**src/rtl/kyber_pkg.sv**
```systemverilog
// Shared Kyber constants and the add/sub controller state type.
package kyber_pkg;

    localparam int unsigned KYBER_Q = 3329;
    localparam int unsigned KYBER_N = 256;
    localparam int unsigned COEF_W  = 12;

    typedef enum logic [1:0] {
        IDLE,
        RUN,
        DRAIN,
        DONE
    } ctrl_state_t;

endpackage

```
**src/rtl/cla_adder.sv**
```systemverilog
// W-bit carry-lookahead adder producing a (W+1)-bit sum.
module cla_adder #(
    parameter int unsigned W = 12
) (
    input  logic [W-1:0] a,
    input  logic [W-1:0] b,
    output logic [W:0]   sum
);

    logic [W-1:0] g;
    logic [W-1:0] p;
    logic [W:0]   c;

    always_comb begin
        g = a & b;
        p = a ^ b;
        c = '0;
        for (int unsigned i = 0; i < W; i++) begin
            c[i+1] = g[i] | (p[i] & c[i]);
        end
        sum = {c[W], p ^ c[W-1:0]};
    end

endmodule

```
**src/rtl/mod_q_reduce.sv**
```systemverilog
// Single conditional subtract of Q: maps [0, 2Q-2] onto [0, Q-1].
module mod_q_reduce
    import kyber_pkg::*;
#(
    parameter int unsigned W = 12,
    parameter int unsigned Q = KYBER_Q
) (
    input  logic [W:0]   sum,
    output logic [W-1:0] r
);

    always_comb begin
        r = (sum >= (W+1)'(Q)) ? W'(sum - (W+1)'(Q)) : W'(sum);
    end

endmodule

```
**src/rtl/poly_addsub_ctrl.sv**
```systemverilog
// Streams a full polynomial through one adder: wr = (a +/- b) mod Q,
// read at cycle k, reduced and registered, written at cycle k+2.
module poly_addsub_ctrl #(
    parameter int unsigned N_COEF = 256,
    parameter int unsigned ADDR_W = 8,
    parameter int unsigned COEF_W = 12,
    parameter int unsigned Q      = 3329
) (
    input  logic              clk,
    input  logic              rst_n,
    input  logic              start,
    input  logic              mode,
    output logic              busy,
    output logic              done,
    output logic              rd_en,
    output logic [ADDR_W-1:0] rd_addr,
    input  logic [COEF_W-1:0] rd_data_a,
    input  logic [COEF_W-1:0] rd_data_b,
    output logic              wr_en,
    output logic [ADDR_W-1:0] wr_addr,
    output logic [COEF_W-1:0] wr_data
);

    import kyber_pkg::*;

    localparam logic [ADDR_W-1:0] LAST_ADDR = ADDR_W'(N_COEF - 1);

    ctrl_state_t       state, state_next;
    logic [ADDR_W-1:0] cnt;
    logic              drain_cnt;
    logic              mode_q;
    logic              vld_q;
    logic [ADDR_W-1:0] addr_q;
    logic [COEF_W-1:0] b_op;
    logic [COEF_W:0]   sum;
    logic [COEF_W-1:0] red;

    always_ff @(posedge clk) begin
        if (!rst_n) begin
            state     <= IDLE;
            cnt       <= '0;
            drain_cnt <= 1'b0;
            mode_q    <= 1'b0;
            vld_q     <= 1'b0;
            addr_q    <= '0;
            wr_en     <= 1'b0;
            wr_addr   <= '0;
            wr_data   <= '0;
        end else begin
            state <= state_next;
            if (state == IDLE && start) begin
                mode_q <= mode;
                cnt    <= '0;
            end
            // Counter stops on the last address so rd_addr holds it until the next start
            if (state == RUN && cnt != LAST_ADDR) begin
                cnt <= cnt + ADDR_W'(1);
            end
            drain_cnt <= (state == DRAIN) ? ~drain_cnt : 1'b0;
            vld_q     <= rd_en;
            addr_q    <= rd_addr;
            wr_en     <= vld_q;
            if (vld_q) begin
                wr_addr <= addr_q;
                wr_data <= red;
            end
        end
    end

    always_comb begin
        state_next = state;
        busy       = (state != IDLE);
        done       = (state == DONE);
        rd_en      = (state == RUN);
        rd_addr    = cnt;
        case (state)
            IDLE:    if (start) state_next = RUN;
            RUN:     if (cnt == LAST_ADDR) state_next = DRAIN;
            DRAIN:   if (drain_cnt) state_next = DONE;
            DONE:    state_next = IDLE;
            default: state_next = IDLE;
        endcase
    end

    // Subtract is a + (Q - b); b = 0 must map to 0, not Q
    always_comb begin
        b_op = rd_data_b;
        if (mode_q) begin
            b_op = (rd_data_b == '0) ? '0 : COEF_W'(Q) - rd_data_b;
        end
    end

    cla_adder #(
        .W(COEF_W)
    ) u_add (
        .a  (rd_data_a),
        .b  (b_op),
        .sum(sum)
    );

    mod_q_reduce #(
        .W(COEF_W),
        .Q(Q)
    ) u_red (
        .sum(sum),
        .r  (red)
    );

endmodule
```
**config.mk**
```make
export PLATFORM = sky130hd
export DESIGN_NAME = poly_addsub_ctrl
export DESIGN_NICKNAME = d
export VERILOG_FILES = /design/src/rtl/kyber_pkg.sv /design/src/rtl/cla_adder.sv /design/src/rtl/mod_q_reduce.sv /design/src/rtl/poly_addsub_ctrl.sv
export SDC_FILE = /design/constraint.sdc
export NUM_CORES = 1
export LEC_CHECK = 0
export ABC_AREA = 1
export CAP_MARGIN = 20
export CORE_MARGIN = 2
export CORE_UTILIZATION = 50
export DETAILED_ROUTE_END_ITERATION = 7
export PLACE_DENSITY = 0.9
export SYNTH_ARGS = -nofsm -noshare
export SYNTH_HDL_FRONTEND = slang
export SYNTH_HIERARCHICAL = 1
export SYNTH_SLANG_ARGS = --single-unit
```
**constraint.sdc**
```tcl
create_clock -name clk -period 9.25 [get_ports clk]
set_input_delay 1.85 -clock clk [delete_from_list [all_inputs] [get_ports clk]]
set_output_delay 1.85 -clock clk [all_outputs]
set_load 0.005 [all_outputs]
```
After elaboration in Yosys (flattened, before gate mapping)
Index checks and enable logic that the tools add are counted.
{"block": "totals", "reg_bits": 42, "inputBits": 28, "out_inout_bits": 32}
{"block": "op_classes", "add_sub_neg": 3, "order_cmp": 1, "n_eq_ne": 8, "muxes": 9, "bitwise_logic": 26, "reduce_logical": 8}
{"op": "two-way mux 12 bit", "n": 3}
{"op": "XOR 12 bit", "n": 2}
{"op": "two-way mux 8 bit", "n": 2}
{"op": ">= comparator 13 x 12 -> 1 bit (second input constant)", "n": 1}
{"op": "bitwise AND 12 bit", "n": 1}
{"op": "zero test 12 bit", "n": 1}
{"op": "subtractor 12 bit (first input constant)", "n": 1}
{"op": "subtractor 12 bit (second input constant)", "n": 1}
{"op": "bitwise AND 1 bit", "n": 11}
{"op": "OR 1 bit", "n": 11}
{"op": "adder 8 x 1 -> 8 bit (second input constant)", "n": 1}
{"op": "== test 8 bit (second input constant)", "n": 1}
{"op": "!= test 8 bit (second input constant)", "n": 1}
{"op": "case mux 2 bit (4 select lines)", "n": 1}
{"op": "two-way mux 2 bit", "n": 3}
{"op": "== test 2 bit (second input constant)", "n": 2}
{"op": "!= test 2 bit (second input constant)", "n": 2}
{"op": "nonzero test 2 bit", "n": 2}
{"op": "AND reduction 3 bit", "n": 1}
{"op": "== test 2 x 1 -> 1 bit (second input constant)", "n": 1}
{"op": "logical AND 1 bit", "n": 2}
{"op": "zero test 2 bit", "n": 1}
{"op": "!= test 2 x 1 -> 1 bit (second input constant)", "n": 1}
{"op": "AND reduction 2 bit", "n": 1}
{"op": "inverter 1 bit", "n": 1}

Longest topological paths before layout
{"block": "logic_depth", "depth_word": 28, "mapped_depth": 32}

Cells and area by module
Netlist, hierarchy kept.
{"mod": "poly_addsub_ctrl", "instances": 1, "cells_per_inst": 283, "area_each_um2": 1943.1, "seq_area_each_um2": 840.8}
{"mod": "mod_q_reduce", "instances": 1, "cells_per_inst": 95, "area_each_um2": 501.7, "seq_area_each_um2": 0.0}
{"mod": "cla_adder", "instances": 1, "cells_per_inst": 17, "area_each_um2": 251.5, "seq_area_each_um2": 0.0}

Worst setup path before layout
No wires, ideal clock.
{"block": "synth_path", "kind": "input-to-reg", "start": "in rd_data_b[4]", "end": "reg wr_data[3]", "setup_ns": 0.116, "arrival_ns": 7.729, "t_required_ns": 9.134, "slack_ns": 1.405, "cell_stages": 30, "n_path_buf": 1, "cell_sequence": "nor2_1 -> nand2_1 -> nor2_1 -> nand2_1 -> nand3_1 -> o21ai_0 -> ha_1 -> fa_1 -> fa_1 -> fa_1 -> fa_1 -> fa_1 -> fa_1 -> fa_1 -> fa_1 -> fa_1 -> fa_1 -> inv_1 -> fa_1 -> inv_1 -> nand2_1 -> nor2_2 -> nand3_1 -> nand2_2 -> inv_2 -> nand2_4 -> buf_12 -> o21ai_2 -> nor2_1 -> nor2_1"}
{"element": "start: declaration", "line": "poly_addsub_ctrl.sv:18", "text": "input logic [COEF_W-1:0] rd_data_b,"}
{"element": "zero test 12 bit", "line": "poly_addsub_ctrl.sv:89", "text": "b_op = (rd_data_b == '0) ? '0 : COEF_W'(Q) - rd_data_b;"}
{"element": "two-way mux 12 bit", "line": "poly_addsub_ctrl.sv:89"}
{"element": "two-way mux 12 bit", "line": "poly_addsub_ctrl.sv:88", "text": "if (mode_q) begin"}
{"element": "named net b_op[0]", "line": "poly_addsub_ctrl.sv:34", "text": "logic [COEF_W-1:0] b_op;"}
{"element": "bitwise AND 12 bit", "line": "cla_adder.sv:15", "text": "g = a & b;"}
{"element": "bitwise AND 1 bit", "line": "cla_adder.sv:19", "text": "c[i+1] = g[i] | (p[i] & c[i]);"}
{"element": "OR 1 bit", "line": "cla_adder.sv:19"}
{"element": "bitwise AND 1 bit", "line": "cla_adder.sv:19"}
{"element": "[14 not listed]"}
{"element": "OR 1 bit", "line": "cla_adder.sv:19"}
{"element": "bitwise AND 1 bit", "line": "cla_adder.sv:19"}
{"element": "OR 1 bit", "line": "cla_adder.sv:19"}
{"element": "XOR 12 bit", "line": "cla_adder.sv:21", "text": "sum = {c[W], p ^ c[W-1:0]};"}
{"element": "named net sum[11]", "line": "poly_addsub_ctrl.sv:35", "text": "logic [COEF_W:0] sum;"}
{"element": ">= comparator 13 x 12 -> 1 bit", "line": "mod_q_reduce.sv:13", "text": "r = (sum >= (W+1)'(Q)) ? W'(sum - (W+1)'(Q)) : W'(sum);"}
{"element": "two-way mux 12 bit", "line": "mod_q_reduce.sv:13"}
{"element": "named net red[3]", "line": "poly_addsub_ctrl.sv:36", "text": "logic [COEF_W-1:0] red;"}
{"element": "end signal: assignment", "line": "poly_addsub_ctrl.sv:65", "text": "wr_data <= red;"}
{"element": "end: declaration", "line": "poly_addsub_ctrl.sv:21", "text": "output logic [COEF_W-1:0] wr_data"}
The timed path passes the listed nets, and every way through them passes these cells.
A chain may end at the register's enable or synchronous reset.

Final worst setup path
{"block": "layout_path", "start": "in rd_data_b[4]", "end": "reg wr_data[5]"}
The elaborated chain is that of the path after synthesis.

==> metrics.cfg <==
[timing]
rsz0062_at_grt = false
tightestPinTransition_ns = 0.637
setup_viol = 0
fin_crit_ns = 8.47
relSlewSlack = 0.574
fmaxAchievable_mhz = 118
hold_viol_final = 0
finalSetupTns_ns = 0
report.final.slew_viol_count = 0
clock_skew_ns = 0.00665
finalCritPeriodShare = 0.916

[clocking]
cts_tree = yes
clock-sinks = 42
numCtsBuffers = 5
postCtsSetupBuffers = 0
ctsResizeCount = 0
hold_buffers = 0
htree_levels = 2
insertion_delay_ns = 0.29
cts_buffer_depth = 2
clockRootBuffer = clkbuf_8
path_clk_slew_ns = 0.07

[pwr]
leakagePower_nw = 1.64
power.total_mw = 0.751
ir_drop_mv = 0.209
cellPowerDensity_nw_per_um2 = 220

[synthesis]
synth_top_family_by_area = simple AND/OR/NAND/NOR gates
synth_edf_count = 0
synthCells = 395
ys_types = 28
synth-compound-area-share = 0.124
synthMuxAreaShare = 0
syn_avg_cell_area_sq_um = 6.83
synth-simple-area-share = 0.289
synthAdderAreaFrac = 0.123
synthesis.area_sq_um = 2700
ys.flop_type = dfxtp_1
synth_nets = 443
synth_seq_area_share = 0.312
ys_seq_elements = 42
async_reset_ff_frac = 0
yosys_warnings = 6
yosys.area_share.xor_xnor = 0.0357

[die]
initial_core_util = 0.525
ios = 60
dieHeight_microns = 77.4
rows = 26
fp.dieArea_sq_um = 6000
die_w_microns = 77.4
coreArea_sq_um = 5140

[worst_setup_path]
crit_path_end_kind = flop
critPathKind = primary input to flop
path_max_fanout = 18
critPathArrivalTime_ns = 8.70
max_stage_delay_ns = 0.45
cp-start-kind = primary input
cp_common_cell = fa_1
rrSetupSlack_ns = 2.70
required_ns = 9.48
cpMaxStageDelayCell = clkdlybuf4s50_1
r2r_cells = 25

[run]
max-cap-violations = 0

[detailed_routing]
drt-total-wl_microns = 6190
via_count = 2609
drcViolationCount = 0
drtIter0Drc = 192
ant_nets = 0
vias_per_cell = 5.02
dr.pass1.iters = 4
wl_per_cell_microns = 11.9

[finish]
final_net_count = 497
fillers = 446
antenna_cells = 0
multi_input_area_sq_um = 1540
register_area_sq_um = 841
final_cells = 520
layout-drive-gt1-share = 0.0578
area_delta_synth_final_pct = 26.7

[placed_design]
gp_congestion = 0.867
io_buffers = 59
dp_hpwl_microns = 4670
post-place-cells = 511

[global_route]
overflow = 0
grt_max_degree = 36
grt_pass1_vias = 2401
antenna_found_initial = 0
grt_pass1_wl_microns = 10400
track_usage = 0.214

[worst_hold_path]
whs_path_depth = 1
min_path_type = flop to flop

[run_status]
status = finished clean

-- Yosys cell counts, types with 2 or more instances --
cell | instances | share of area
nand2_1 | 83 | 0.12
nor2_1 | 64 | 0.089
inv_1 | 62 | 0.086
dfxtp_1 | 42 | 0.31
o21ai_0 | 34 | 0.063
nand3_1 | 22 | 0.041
a21oi_1 | 13 | 0.024
fa_1 | 11 | 0.082
xor2_1 | 11 | 0.036
clkbuf_1 | 10 | 0.014
ha_1 | 9 | 0.042
o21ai_2 | 6 | 0.019
nand2_2 | 4 | 0.0093
nand4_1 | 4 | 0.0093
a31oi_1 | 3 | 0.0070
nor2_2 | 3 | 0.0070
nand3_2 | 2 | 0.0074
nor3_1 | 2 | 0.0037
-- registers in the layout, summed over array words and instances, names as in the netlist --
register	cells
wr_data	12
addr_q	8
rd_addr	8
wr_addr	8
state	2
drain_cnt	1
mode_q	1
vld_q	1
wr_en	1
-- critical path: cells and delay by family --
family / cells / cell delay [ns]
adders and majority gates: 12 / 4.48
and+or+nand+nor: 13 / 1.50
buffers and inverters: 4 / 0.69
AOI/OAI and AO/OA: 2 / 0.16
-- report_power, final --
group	internal [mW]	leakage, nW	switching (mW)	total, mW
clock	0.0601	0.0482	0.0586	0.119
sequential	0.213	0.342	0.0310	0.244
combinational	0.169	1.25	0.219	0.389
total	0.442	1.64	0.309	0.751
-- through the flow --
stage | area, sq um | hold slack [ns] | util | setup slack [ns]
after CTS | 3390 | 0.430 | 0.659 | 0.773
final | 3420 | 0.431 | 0.665 | 0.780
after global placement | 3300 | 0.409 | 0.642 | 0.716
after detailed placement | 3300 | 0.419 | 0.642 | 0.472
after floorplan | 2700 | 0.400 | - | 1.41
after global routing | 3420 | 0.437 | 0.665 | 0.382
-- worst paths after layout --
path | startpoint | endpoint
setup / recovery | rd_data_b[4] | wr_data[5]
hold / removal | drain_cnt | drain_cnt
setup reg to reg | mode_q | wr_data[5]
hold reg to reg | drain_cnt | drain_cnt
-- cell usage in the layout (no fill, tap or decap), drive strengths merged, types with 11 or more instances in the layout --
master         instances
xor2                  11
dfxtp                 42
nand3                 24
o21ai                 41
inv                   63
nor2                  67
a21oi                 14
nand2                 88
clkdlybuf4s50         59
fa                    11
-- logic make-up (layout without fill, tap and decap cells) --
group / after synthesis / after routing
AO/OA/AOI/OAI: 60 / 60
adder cells (fa/ha/maj): 20 / 20
buffers and inverters: 76 / 131
XOR/XNOR: 11 / 11
flip-flops: 42 / 42
AND/OR/NAND/NOR: 186 / 186
-- metal layers --
| layer | global-route usage | share of wire | vias up |
|---|---|---|---|
| met5 | 0 | 0 | - |
| met4 | 0.0518 | 0.013 | 0 |
| met3 | 0.0581 | 0.051 | 9 |
| met2 | 0.388 | 0.51 | 63 |
| met1 | 0.249 | 0.43 | 1203 |
| li1 | - | - | 1334 |
-- final cells by class --
class / instances / share of cell area
clock buffers: 7 / 0.0253
flip-flops and latches: 42 / 0.246
inverters: 63 / 0.0692
repair buffers: 60 / 0.181
well taps: 70 / 0.0256
clock inverters: 1 / 0.00146
multi-input cells: 277 / 0.451
No activity file was read; power rests on OpenSTA's default activity.
